===== config.mk =====
export PLATFORM = sky130hd
export DESIGN_NAME = sar_logic
export DESIGN_NICKNAME = d
export VERILOG_FILES = /design/src/rtl/sar_logic.sv
export SDC_FILE = /design/constraint.sdc
export NUM_CORES = 1
export LEC_CHECK = 0
export BUFFER_PORTS_ARGS = -buffer_cell sky130_fd_sc_hd__buf_2
export CAP_MARGIN = 10
export CELL_PAD_IN_SITES_DETAIL_PLACEMENT = 1
export CELL_PAD_IN_SITES_GLOBAL_PLACEMENT = 1
export CORE_MARGIN = 2
export CORE_UTILIZATION = 43
export DETAILED_ROUTE_END_ITERATION = 10
export PLACE_DENSITY = 0.74
export SYNTH_ARGS = -nofsm -noshare
export SYNTH_HDL_FRONTEND = slang
export SYNTH_SLANG_ARGS = --single-unit

===== constraint.sdc =====
create_clock -name C -period 2.23 [get_ports C]
set_clock_uncertainty 0.1 [all_clocks]
set_input_delay 0.223 -clock C [delete_from_list [all_inputs] [get_ports C]]
set_output_delay 0.223 -clock C [all_outputs]
set_load 0.01 [all_outputs]

===== src/rtl/sar_logic.sv =====
// sar_logic: successive-approximation controller between the comparator and the DAC.
// Latency: NSAMPLE + NBITS*P cycles from the START edge to EOC high (P=1, or P=3 with sync).
// Backpressure: none; START is ignored while BUSY and while in DONE.
//
// Ports:
//   C       clock, all state changes on the rising edge
//   R       asynchronous active-high reset; forces every output to 0 at once
//   START   conversion request, sampled in IDLE
//   CMP     comparator decision (1 = keep trial bit)
//   SAMPLE  track/hold switch, high for NSAMPLE cycles
//   BUSY    high during SAMPLE and CONVERT
//   EOC     one-cycle end-of-conversion pulse
//   D       DAC trial code; holds the last final code while idle
//   Q       last completed result, updated only on entry to DONE
//
// Build option: define SAR_CMP_SYNC_EN to pass CMP through a two-flop
// synchroniser; each bit trial then takes 3 cycles instead of 1.

module sar_logic #(
  parameter int NBITS   = 8,
  parameter int NSAMPLE = 2
) (
  input  logic             C,
  input  logic             R,
  input  logic             START,
  input  logic             CMP,
  output logic             SAMPLE,
  output logic             BUSY,
  output logic             EOC,
  output logic [NBITS-1:0] D,
  output logic [NBITS-1:0] Q
);

  // Bit index only has to reach NBITS-1; sample counter only NSAMPLE-1,
  // but is sized for NSAMPLE so NSAMPLE=1 still gets a one-bit counter.
  localparam int KW = $clog2(NBITS);
  localparam int SW = $clog2(NSAMPLE + 1);

  localparam logic [KW-1:0]    K_MSB    = KW'(NBITS - 1);
  localparam logic [SW-1:0]    S_LAST   = SW'(NSAMPLE - 1);
  localparam logic [NBITS-1:0] MIDSCALE = {1'b1, {(NBITS-1){1'b0}}};

  typedef enum logic [1:0] {
    ST_IDLE    = 2'd0,
    ST_SAMPLE  = 2'd1,
    ST_CONVERT = 2'd2,
    ST_DONE    = 2'd3
  } state_t;

  state_t           state_q, state_d;
  logic [SW-1:0]    scnt_q,  scnt_d;
  logic [KW-1:0]    k_q,     k_d;
  logic [NBITS-1:0] dac_q,   dac_d;
  logic [NBITS-1:0] res_q,   res_d;

  // Decision source and "this edge decides the current bit" strobe.
  logic cmp_use;
  logic trial_end;

`ifdef SAR_CMP_SYNC_EN
  // Two-flop synchroniser for an asynchronous comparator, plus a phase
  // counter so each trial spans one settling cycle and two sync cycles.
  // The decision on the third edge uses CMP captured on the first edge
  // after D changed, which is the value produced by the settled DAC.
  logic       cmp_s1_q, cmp_s1_d;
  logic       cmp_s2_q, cmp_s2_d;
  logic [1:0] ph_q,     ph_d;

  always_comb begin
    cmp_s1_d = CMP;
    cmp_s2_d = cmp_s1_q;
  end

  // Phase sits at 0 outside CONVERT, so it is fresh on CONVERT entry,
  // and it restarts after every decision.
  always_comb begin
    ph_d = ph_q;
    if ((state_q != ST_CONVERT) || trial_end) begin
      ph_d = 2'd0;
    end else begin
      ph_d = ph_q + 2'd1;
    end
  end

  always_ff @(posedge C or posedge R) begin
    if (R) begin
      cmp_s1_q <= 1'b0;
      cmp_s2_q <= 1'b0;
      ph_q     <= 2'd0;
    end else begin
      cmp_s1_q <= cmp_s1_d;
      cmp_s2_q <= cmp_s2_d;
      ph_q     <= ph_d;
    end
  end

  assign cmp_use   = cmp_s2_q;
  assign trial_end = (ph_q == 2'd2);
`else
  // Comparator is synchronous to C: every CONVERT edge decides a bit.
  assign cmp_use   = CMP;
  assign trial_end = 1'b1;
`endif

  // Next-state and datapath.
  always_comb begin
    state_d = state_q;
    scnt_d  = scnt_q;
    k_d     = k_q;
    dac_d   = dac_q;
    res_d   = res_q;

    unique case (state_q)
      ST_IDLE: begin
        // D keeps the last final code so the DAC does not glitch.
        if (START) begin
          state_d = ST_SAMPLE;
          scnt_d  = '0;
        end
      end

      ST_SAMPLE: begin
        if (scnt_q == S_LAST) begin
          state_d = ST_CONVERT;
          dac_d   = MIDSCALE;
          k_d     = K_MSB;
        end else begin
          scnt_d = scnt_q + 1'b1;
        end
      end

      ST_CONVERT: begin
        if (trial_end) begin
          // Resolve the trial bit, then either raise the next one or finish.
          // Bits below the trial bit are never set, so they stay 0.
          dac_d[k_q] = cmp_use;
          if (k_q != '0) begin
            dac_d[k_q - 1'b1] = 1'b1;
            k_d               = k_q - 1'b1;
          end else begin
            state_d = ST_DONE;
            res_d   = dac_d;
          end
        end
      end

      ST_DONE: begin
        // START deliberately not looked at here.
        state_d = ST_IDLE;
      end

      default: begin
        state_d = ST_IDLE;
      end
    endcase
  end

  always_ff @(posedge C or posedge R) begin
    if (R) begin
      state_q <= ST_IDLE;
      scnt_q  <= '0;
      k_q     <= '0;
      dac_q   <= '0;
      res_q   <= '0;
    end else begin
      state_q <= state_d;
      scnt_q  <= scnt_d;
      k_q     <= k_d;
      dac_q   <= dac_d;
      res_q   <= res_d;
    end
  end

  // Status outputs decode straight from the state flop, so reset clears
  // them as soon as R rises.
  assign SAMPLE = (state_q == ST_SAMPLE);
  assign BUSY   = (state_q == ST_SAMPLE) || (state_q == ST_CONVERT);
  assign EOC    = (state_q == ST_DONE);
  assign D      = dac_q;
  assign Q      = res_q;

endmodule


==> results of run 1 <==
-- power groups by stage --
stage,sequential (mW),combinational (mW),clock [mW]
after global routing,0.630,1.30,0.239
after global placement,0.612,1.14,0
after detailed placement,0.624,1.19,0
after floorplan,0.639,0.840,0
after CTS,0.614,1.20,0.218
final,0.613,1.18,0.210
-- cells in the mapped netlist (2+ instances only) --
master | n | area, um2
nand2_1 | 8 | 30.0
nand2b_1 | 2 | 12.5
nor3b_1 | 2 | 15.0
nand3b_2 | 3 | 33.8
o211ai_1 | 6 | 45.0
dfrtp_1 | 23 | 576
o2111ai_1 | 7 | 61.3
o21ai_0 | 6 | 30.0
a41oi_1 | 2 | 17.5
a21oi_1 | 3 | 15.0
a31oi_1 | 2 | 12.5
inv_1 | 7 | 26.3
nor3b_2 | 3 | 37.5
and3b_1 | 2 | 17.5
o21ai_1 | 11 | 55.1
buf_2 | 2 | 10.0
nor3_2 | 2 | 20.0
mux2i_1 | 9 | 90.1
o32a_1 | 2 | 20.0
nor2_1 | 3 | 11.3
and3_1 | 2 | 12.5
ha_1 | 7 | 87.6
nand3_1 | 2 | 10.0
buf_6 | 4 | 45.0
-- path summary, 6_finish.rpt --
path	start	cells after the start	end	slack (ns)
max	state_q[1]	5	k_q[2]	0.38
min	CMP	3	D[4]	0.23
max reg2reg	state_q[1]	5	k_q[2]	0.38
min reg2reg	Q[1]	2	Q[1]	0.40
max in group asynchronous	R	4	Q[6]	1.43
min in group asynchronous	R	4	D[3]	0.36
-- repair_timing --
action                                  CTS  global route
endpoints found under the setup margin    0             0
hold buffers                              1             0
endpoints found under the hold margin    23             0
-- worst reg2reg max path, cell delays in order, from the launching register on --
cell and delay (ns):
dfrtp_1 0.43, inv_1 0.11, ha_1 0.33, nor2b_4 0.39, nor2_1 0.17, a22o_1 0.23
-- area by class of cell --
cell class,instances,area [um2]
clock buffers,3,22.5
clock inverters,1,5.00
fillers,396,1660
inverters,7,26.3
multi-input cells,98,769
flip-flops and latches,23,576
well taps,46,57.6
repair buffers,29,165
-- sequential cells by signal, indices dropped and copies added, names as in the netlist --
signal,cells
D,8
Q,8
k_q,3
scnt_q,2
state_q,2
-- metal layers --
layer	wire (um)	part of all wire, %	GRT usage, %	vias up
li1	-	-	-	555
met1	1650	46	27.6	589
met2	1770	49	34.7	21
met3	103	2.9	2.90	5
met4	53	1.5	7.90	0
met5	0	0	0	-
-- per-stage QoR --
step                power [mW]  setup WS, ns
floorplan                 1.48         0.598
global placement          1.75         0.467
detailed placement        1.81         0.383
CTS                       2.03         0.360
global route              2.17         0.281
finish                    2.00         0.381
-- cells by family after synthesis --
family,share of synthesized area (%)
AO/OA/AOI/OAI,21.8
AND/OR/NAND/NOR,18.5
flip-flops,39.9
buffers and inverters,6.76
multiplexers,7.03
adder cells (fa/ha/maj),6.07
==> flow_summary.toml, run 1 <==
[placement]
io_buffers = 22
place.gp.congestion = 0.839
dp_hpwl_um = 2580
place_area_um2 = 1580
dp_cells = 202

[logic_synthesis]
async_reset_ff_share_pct = 100
netlist_instances = 137
synthesis.area_um2 = 1440
yosys_warnings = 0
synth_edf_count = 0
ys_ff_latch = 23
synth_ff_type = "dfrtp_1"
post_synth.cell_area_avg_um2 = 10.5
syn-num-nets = 148
yosysUniqueCellTypes = 41
ys_seq_area_share_pct = 39.9

[power_and_ir_drop]
power_frac_comb_pct = 58.9
internal-power_mw = 1.05
leakage_nw = 0.742
p_sw_share_pct = 47.5
seqPwrFrac_pct = 30.6
switchingPower_uw = 951
clockPowerShare_pct = 10.5
power_density_nw_per_um2 = 1230
ir_drop_uv = 840

[flow_run]
cap_violations = 0

[clock_network]
cts_tree = "done"
root_buffer = "clkbuf_4"
post_cts_buffers = 0
cts_inserted_buffers = 3
htree_levels = 1
clock_sink_count = 23
ctsResizeCount = 0
clockBufferDepth = 2
clkLatencyLatePin_ns = 0.33
cts.reportedPaths.clkPinSlew_ns = 0.14

[route]
ant_nets = 0
wirelength_um = 3580
via_count = 1170
via_per_inst = 5.65
drc_errors = 0
avgRoutedWirePerCell_um = 17.3
dr.pass1.iters = 4
drtIter0Drc = 37

[sta]
timing.setup.tns_ns = 0
hold_ws_ns = 0.232
clock.fmax_mhz = 541
tightest_slew_ns = 0.392
min_period_over_period_pct = 82.9
rsz0062_at_grt = "false"
setup_viol = 0
period_minus_slack_ns = 1.85
finalHoldViolCount = 0
finalMaxSlewViolations = 0
slew_headroom_pct = 73.7

[final_layout]
stdcell_count = 207
stdcell_area_um2 = 1620
layout_common_cells = "dfrtp_1, buf_2, o21ai_1"
final_common_cell = "dfrtp_1"
antenna_cells = 0
fin_util_pct = 49.4
area_growth_pct = 12.4
fin_nets = 173
drive_above_1_share_pct = 29.2

[global_routing]
grt_max_degree = 24
grt_pass1_vias = 1136
grt_first_pass_wirelength_um = 5700
track_usage_pct = 20.9
antenna_found_initial = 0
overflow = 0

[worst_setup_path]
worst-path-max-fanout = 10
endpoint_kind = "flip-flop"
path_cells = "inv_1 > ha_1 > nor2b_4 > nor2_1 > a22o_1"
critPathRequiredTime_ns = 2.36
path_buf_inv = 1
start_kind = "flip-flop"
cp.arrival_ns = 1.98
crit_slowest_cell = "dfrtp_1"
path_class = "flip-flop to flip-flop"
max_stage_delay_ns = 0.43
critPathTopFamily = "simple AND/OR/NAND/NOR gates"

[floorplan]
die_w_um = 61.9
initial_core_util_pct = 43.9
rows = 21
dieArea_um2 = 3830
io-pin-count = 23
core_region_area_um2 = 3280
die_h_um = 61.9

[run_status]
outcome = "finished clean"

[hold_path]
worstHoldPathType = "input port to flip-flop"
Power figures use the tool's default switching activity.
==> run 2, diff against run 1 <==
==> constraint.sdc (replaced) <==
create_clock -name C -period 1.75 [get_ports C]
set_clock_uncertainty 0.1 [all_clocks]
set_input_delay 0.175 -clock C [delete_from_list [all_inputs] [get_ports C]]
set_output_delay 0.175 -clock C [all_outputs]
set_load 0.01 [all_outputs]
==> flow_summary.toml, run 2 (synthesis results as in run 1) <==
[power_and_ir_drop]
internal-power_mw = 1.51
ir_drop_uv = 951
p_sw_share_pct = 45.1
power_density_nw_per_um2 = 1600
power_frac_comb_pct = 62.5
clockPowerShare_pct = 9.3
leakage_nw = 0.790
switchingPower_mw = 1.24
seqPwrFrac_pct = 28.2
total_power_mw = 2.75

[worst_setup_path]
path_class = "flip-flop to primary output"
worst-path-stages = 4
reg2reg_from = "k_q[1]"
path_buf_inv = 3
endpoint = "BUSY"
timing.rr.end = "state_q[1]"
critPathTopFamily = "flip-flops"
crit_path_start = "state_q[1]"
ff2ff_path_depth = 5
crit_slowest_cell = "dfrtp_1"
critPathRequiredTime_ns = 1.47
worst-path-max-fanout = 6
path_cells = "inv_1 > ha_1 > buf_6 > buf_2"
start_kind = "flip-flop"
endpoint_kind = "primary output"
cp.arrival_ns = 1.38
max_stage_delay_ns = 0.42
r2r_setup_slack_ns = 0.11

[final_layout]
area_growth_pct = 18.8
final_common_cell = "dfrtp_1"
fin_nets = 182
drive_above_1_share_pct = 33.5
layout_common_cells = "dfrtp_1, buf_2, buf_4"
nFillCells = 393
antenna_cells = 0

[global_routing]
overflow = 0
track_usage_pct = 20.6
grt_pass1_vias = 1208
antenna_found_initial = 0
grt_max_degree = 24
grt_first_pass_wirelength_um = 5740

[sta]
period_minus_slack_ns = 1.66
timing.setup.tns_ns = 0
slew_headroom_pct = 77.7
rsz0062_at_grt = "false"
min_period_over_period_pct = 94.7
clock.fmax_mhz = 603
finalHoldViolCount = 0
setup_viol = 0
tightest_slew_ns = 0.334
finalMaxSlewViolations = 0

[floorplan]
initial_core_util_pct = 43.9
core_region_area_um2 = 3280
die_w_um = 61.9
rows = 21
dieArea_um2 = 3830
die_h_um = 61.9
io-pin-count = 23

[run_status]
outcome = "finished clean"

[clock_network]
cts_tree = "done"
cts_inserted_buffers = 3
root_buffer = "clkbuf_4"
clockBufferDepth = 2
cts.reportedPaths.clkPinSlew_ns = 0.13
clock_sink_count = 23
htree_levels = 1
clkLatencyLatePin_ns = 0.32

[placement]
dp_hpwl_um = 2640
place.gp.congestion = 0.879
io_buffers = 22

[route]
dr.pass1.iters = 4
drtIter0Drc = 20
wirelength_um = 3590
ant_nets = 0
avgRoutedWirePerCell_um = 16.6
via_per_inst = 5.61
drc_errors = 0
via_count = 1211

[hold_path]
worstHoldPathType = "input port to flip-flop"
min-delay-start = "CMP"

[flow_run]
cap_violations = 0
[run 2: final cells by class]
type	count	area, um2	area share (%)
sequential	23	576	33.6
timing repair buffer	38	249	14.5
tap	46	57.6	3.36
inverter	7	26.3	1.53
clock buffer	4	26.3	1.53
multi-input combinational	98	779	45.5
[run 2: metrics by stage]
step                      std cells  hold WS (ns)  cell area (um2)  utilization [%]  worst slack, ns
after floorplan                 137        0.0769             1440                -            0.118
after global placement          206         0.126             1630             49.5            0.107
after detailed placement        206         0.140             1630             49.5          0.00841
after CTS                       212         0.188             1680             51.0          0.00401
after global routing            216         0.221             1710             52.2          0.00771
final                           216         0.194             1710             52.2           0.0922
[run 2: how the worst min path moves through the flow]
stage	to	slack, ns	depth (start not counted)
after floorplan	D[0]	0.08	1
after global placement	Q[3]	0.13	3
after detailed placement	Q[3]	0.14	3
after CTS	Q[6]	0.19	3
after global routing	Q[7]	0.22	3
final	Q[6]	0.19	3
[run 2: worst register-to-register path: stages (launching register included)]
cell and delay [ns]:
dfrtp_1 0.40, inv_1 0.09, ha_1 0.28, nand2b_1 0.16, a211oi_4 0.30, mux2i_1 0.23
[run 2: repair_timing]
action                                  in CTS  in global routing
endpoints found under the setup margin       5                 11
hold buffers                                 1                  0
setup buffers                                1                  4
endpoints found under the hold margin       23                  0
resized for setup                            1                  3
[run 2: routing by layer]
metal / GRT usage [%] / vias up / share of wire (%)
li1: - / 573 / -
met1: 26.3 / 608 / 46
met2: 34.7 / 26 / 50
met3: 3.11 / 4 / 3.1
met4: 8.21 / 0 / 1.0
met5: 0 / - / 0
[run 2: power by group through the flow]
| stage | logic, mW | clock network [mW] | registers, mW |
|---|---|---|---|
| 2_1_floorplan | 1.07 | 0 | 0.814 |
| 3_3_place_gp | 1.47 | 0 | 0.779 |
| 6_report | 1.72 | 0.255 | 0.774 |
| 4_1_cts | 1.59 | 0.267 | 0.776 |
| 5_1_grt | 1.88 | 0.292 | 0.795 |
| 3_5_place_dp | 1.54 | 0 | 0.797 |
==> run 3, diff against run 2 <==
==> config.mk (replaced) <==
export PLATFORM = sky130hd
export DESIGN_NAME = sar_logic
export DESIGN_NICKNAME = d
export VERILOG_FILES = /design/src/rtl/sar_logic.sv
export SDC_FILE = /design/constraint.sdc
export NUM_CORES = 1
export LEC_CHECK = 0
export CAP_MARGIN = 10
export CELL_PAD_IN_SITES_DETAIL_PLACEMENT = 1
export CELL_PAD_IN_SITES_GLOBAL_PLACEMENT = 1
export CORE_MARGIN = 2
export CORE_UTILIZATION = 44
export DETAILED_ROUTE_END_ITERATION = 10
export DONT_BUFFER_PORTS = 1
export PLACE_DENSITY = 0.7
export SYNTH_ARGS = -nofsm -noshare
export SYNTH_HDL_FRONTEND = slang
export SYNTH_SLANG_ARGS = --single-unit
==> constraint.sdc (replaced) <==
create_clock -name C -period 1.34 [get_ports C]
set_clock_uncertainty 0.1 [all_clocks]
set_input_delay 0.134 -clock C [delete_from_list [all_inputs] [get_ports C]]
set_output_delay 0.134 -clock C [all_outputs]
set_load 0.01 [all_outputs]
==> flow_summary.toml, run 3 (synthesis results as in run 1) <==
[hold_path]
worstHoldPathType = "input port to flip-flop"

[clock_network]
htree_levels = 1
root_buffer = "clkbuf_4"
cts_tree = "done"
cts.reportedPaths.clkPinSlew_ns = 0.14
clock_sink_count = 23
cts_inserted_buffers = 3
clkLatencyLatePin_ns = 0.32
clockBufferDepth = 2

[global_routing]
track_usage_pct = 24.5
grt_max_degree = 24
grt_pass1_vias = 1350
overflow = 0
antenna_found_initial = 0
grt_first_pass_wirelength_um = 6600

[final_layout]
layout_common_cells = "dfrtp_1, buf_4, o21ai_1"
area_growth_pct = 35.9
seqCellArea_um2 = 577
antenna_cells = 0
drive_above_1_share_pct = 47.6
fin_nets = 178
multiInputGateArea_um2 = 955
stdcell_area_um2 = 1960
nFillCells = 339

[route]
drc_errors = 0
wirelength_um = 4440
dr.pass1.iters = 4
via_per_inst = 6.10
via_count = 1281
avgRoutedWirePerCell_um = 21.1
ant_nets = 0
drtIter0Drc = 63

[sta]
slew_headroom_pct = 76.2
hold_ws_ns = 0.0782
finalHoldViolCount = 0
min_period_over_period_pct = 122
clock.fmax_mhz = 610
finalMaxSlewViolations = 0
timing.setup.tns_ns = -4.49
setup_viol = 26
rsz0062_at_grt = "true"
final_critical_path_setup_slack_ns = -0.300
tightest_slew_ns = 0.356
period_minus_slack_ns = 1.64

[power_and_ir_drop]
ir_drop_uv = 1100
power_density_nw_per_um2 = 2390
leakage_nw = 0.824

[floorplan]
rows = 20
dieArea_um2 = 3750
initial_core_util_pct = 46.9
die_h_um = 61.3
io-pin-count = 23
die_w_um = 61.3
core_region_area_um2 = 3080

[worst_setup_path]
crit_slowest_cell = "dfrtp_1"
path_cells = "inv_2 > ha_4 > clkinvlp_4 > o21ai_1 > o211ai_1"
start_kind = "flip-flop"
path_class = "flip-flop to flip-flop"
cp.arrival_ns = 1.73
critPathTopFamily = "flip-flops"
path_buf_inv = 2
endpoint_kind = "flip-flop"
max_stage_delay_ns = 0.42
critPathRequiredTime_ns = 1.43
worst-path-max-fanout = 5

[run_status]
outcome = "finished with violations"
violations = "setup timing"

[placement]
io_buffers = 0
dp_hpwl_um = 2900
place.gp.congestion = 0.826
place_area_um2 = 1710

[flow_run]
cap_violations = 0
[run 3: changes by cell type in the layout (fill, tap and decap cells not counted), moves of 5 or more]
cell,delta
buf_6,+5
o21ai_2,+6
o21ai_0,-6
buf_2,-22
inv_1,-5
buf_4,+9
ha_4,+6
ha_1,-5
[run 3: what timing repair did]
item	CTS	global route
hold endpoints to repair	34	0
cloned	1	0
resized for setup	21	15
pin swaps	11	4
setup endpoints to repair	26	26
hold buffers	2	0
setup buffers	2	6
[run 3: power by group]
| group | internal (mW) | switching [mW] |
|---|---|---|
| registers | 0.883 | 0.217 |
| logic | 1.52 | 1.73 |
| clock network | 0.116 | 0.214 |
[run 3: path summary, 6_finish.rpt]
kind	cells after the start	start	slack [ns]	endpoint
max	5	state_q[0]	-0.30	D[5]
max reg2reg	5	state_q[0]	-0.30	D[5]
min reg2reg	2	Q[5]	0.47	Q[5]
min in group asynchronous	3	R	0.19	D[3]
max in group asynchronous	3	R	0.71	D[2]
min	2	START	0.08	scnt_q[1]
[run 3: through the flow]
stage / setup WS, ns / std cells / power [mW] / utilization, %
after global routing: -0.373 / 210 / 4.92 / 63.7
after detailed placement: -0.242 / 195 / 3.48 / 55.7
after global placement: -0.142 / 195 / 3.31 / 55.7
after CTS: -0.208 / 204 / 4.24 / 60.7
after floorplan: -0.131 / 137 / 2.70 / -
final: -0.300 / 210 / 4.68 / 63.7
[run 3: per-layer routing]
metal  vias up  track usage [%]  share of wire (%)
met5         -                0                  0
met4         0             6.83                1.8
met3        10             5.25                3.9
met2        42             41.6                 51
met1       655             31.4                 43
li1        574                -                  -
[run 3: final cells by class]
cell class | count | area share [%]
well taps | 44 | 2.81
repair buffers | 33 | 15.7
clock buffers | 4 | 1.34
inverters | 7 | 1.66
multi-input cells | 98 | 48.7
flip-flops and latches | 23 | 29.4
repair inverters | 1 | 0.383
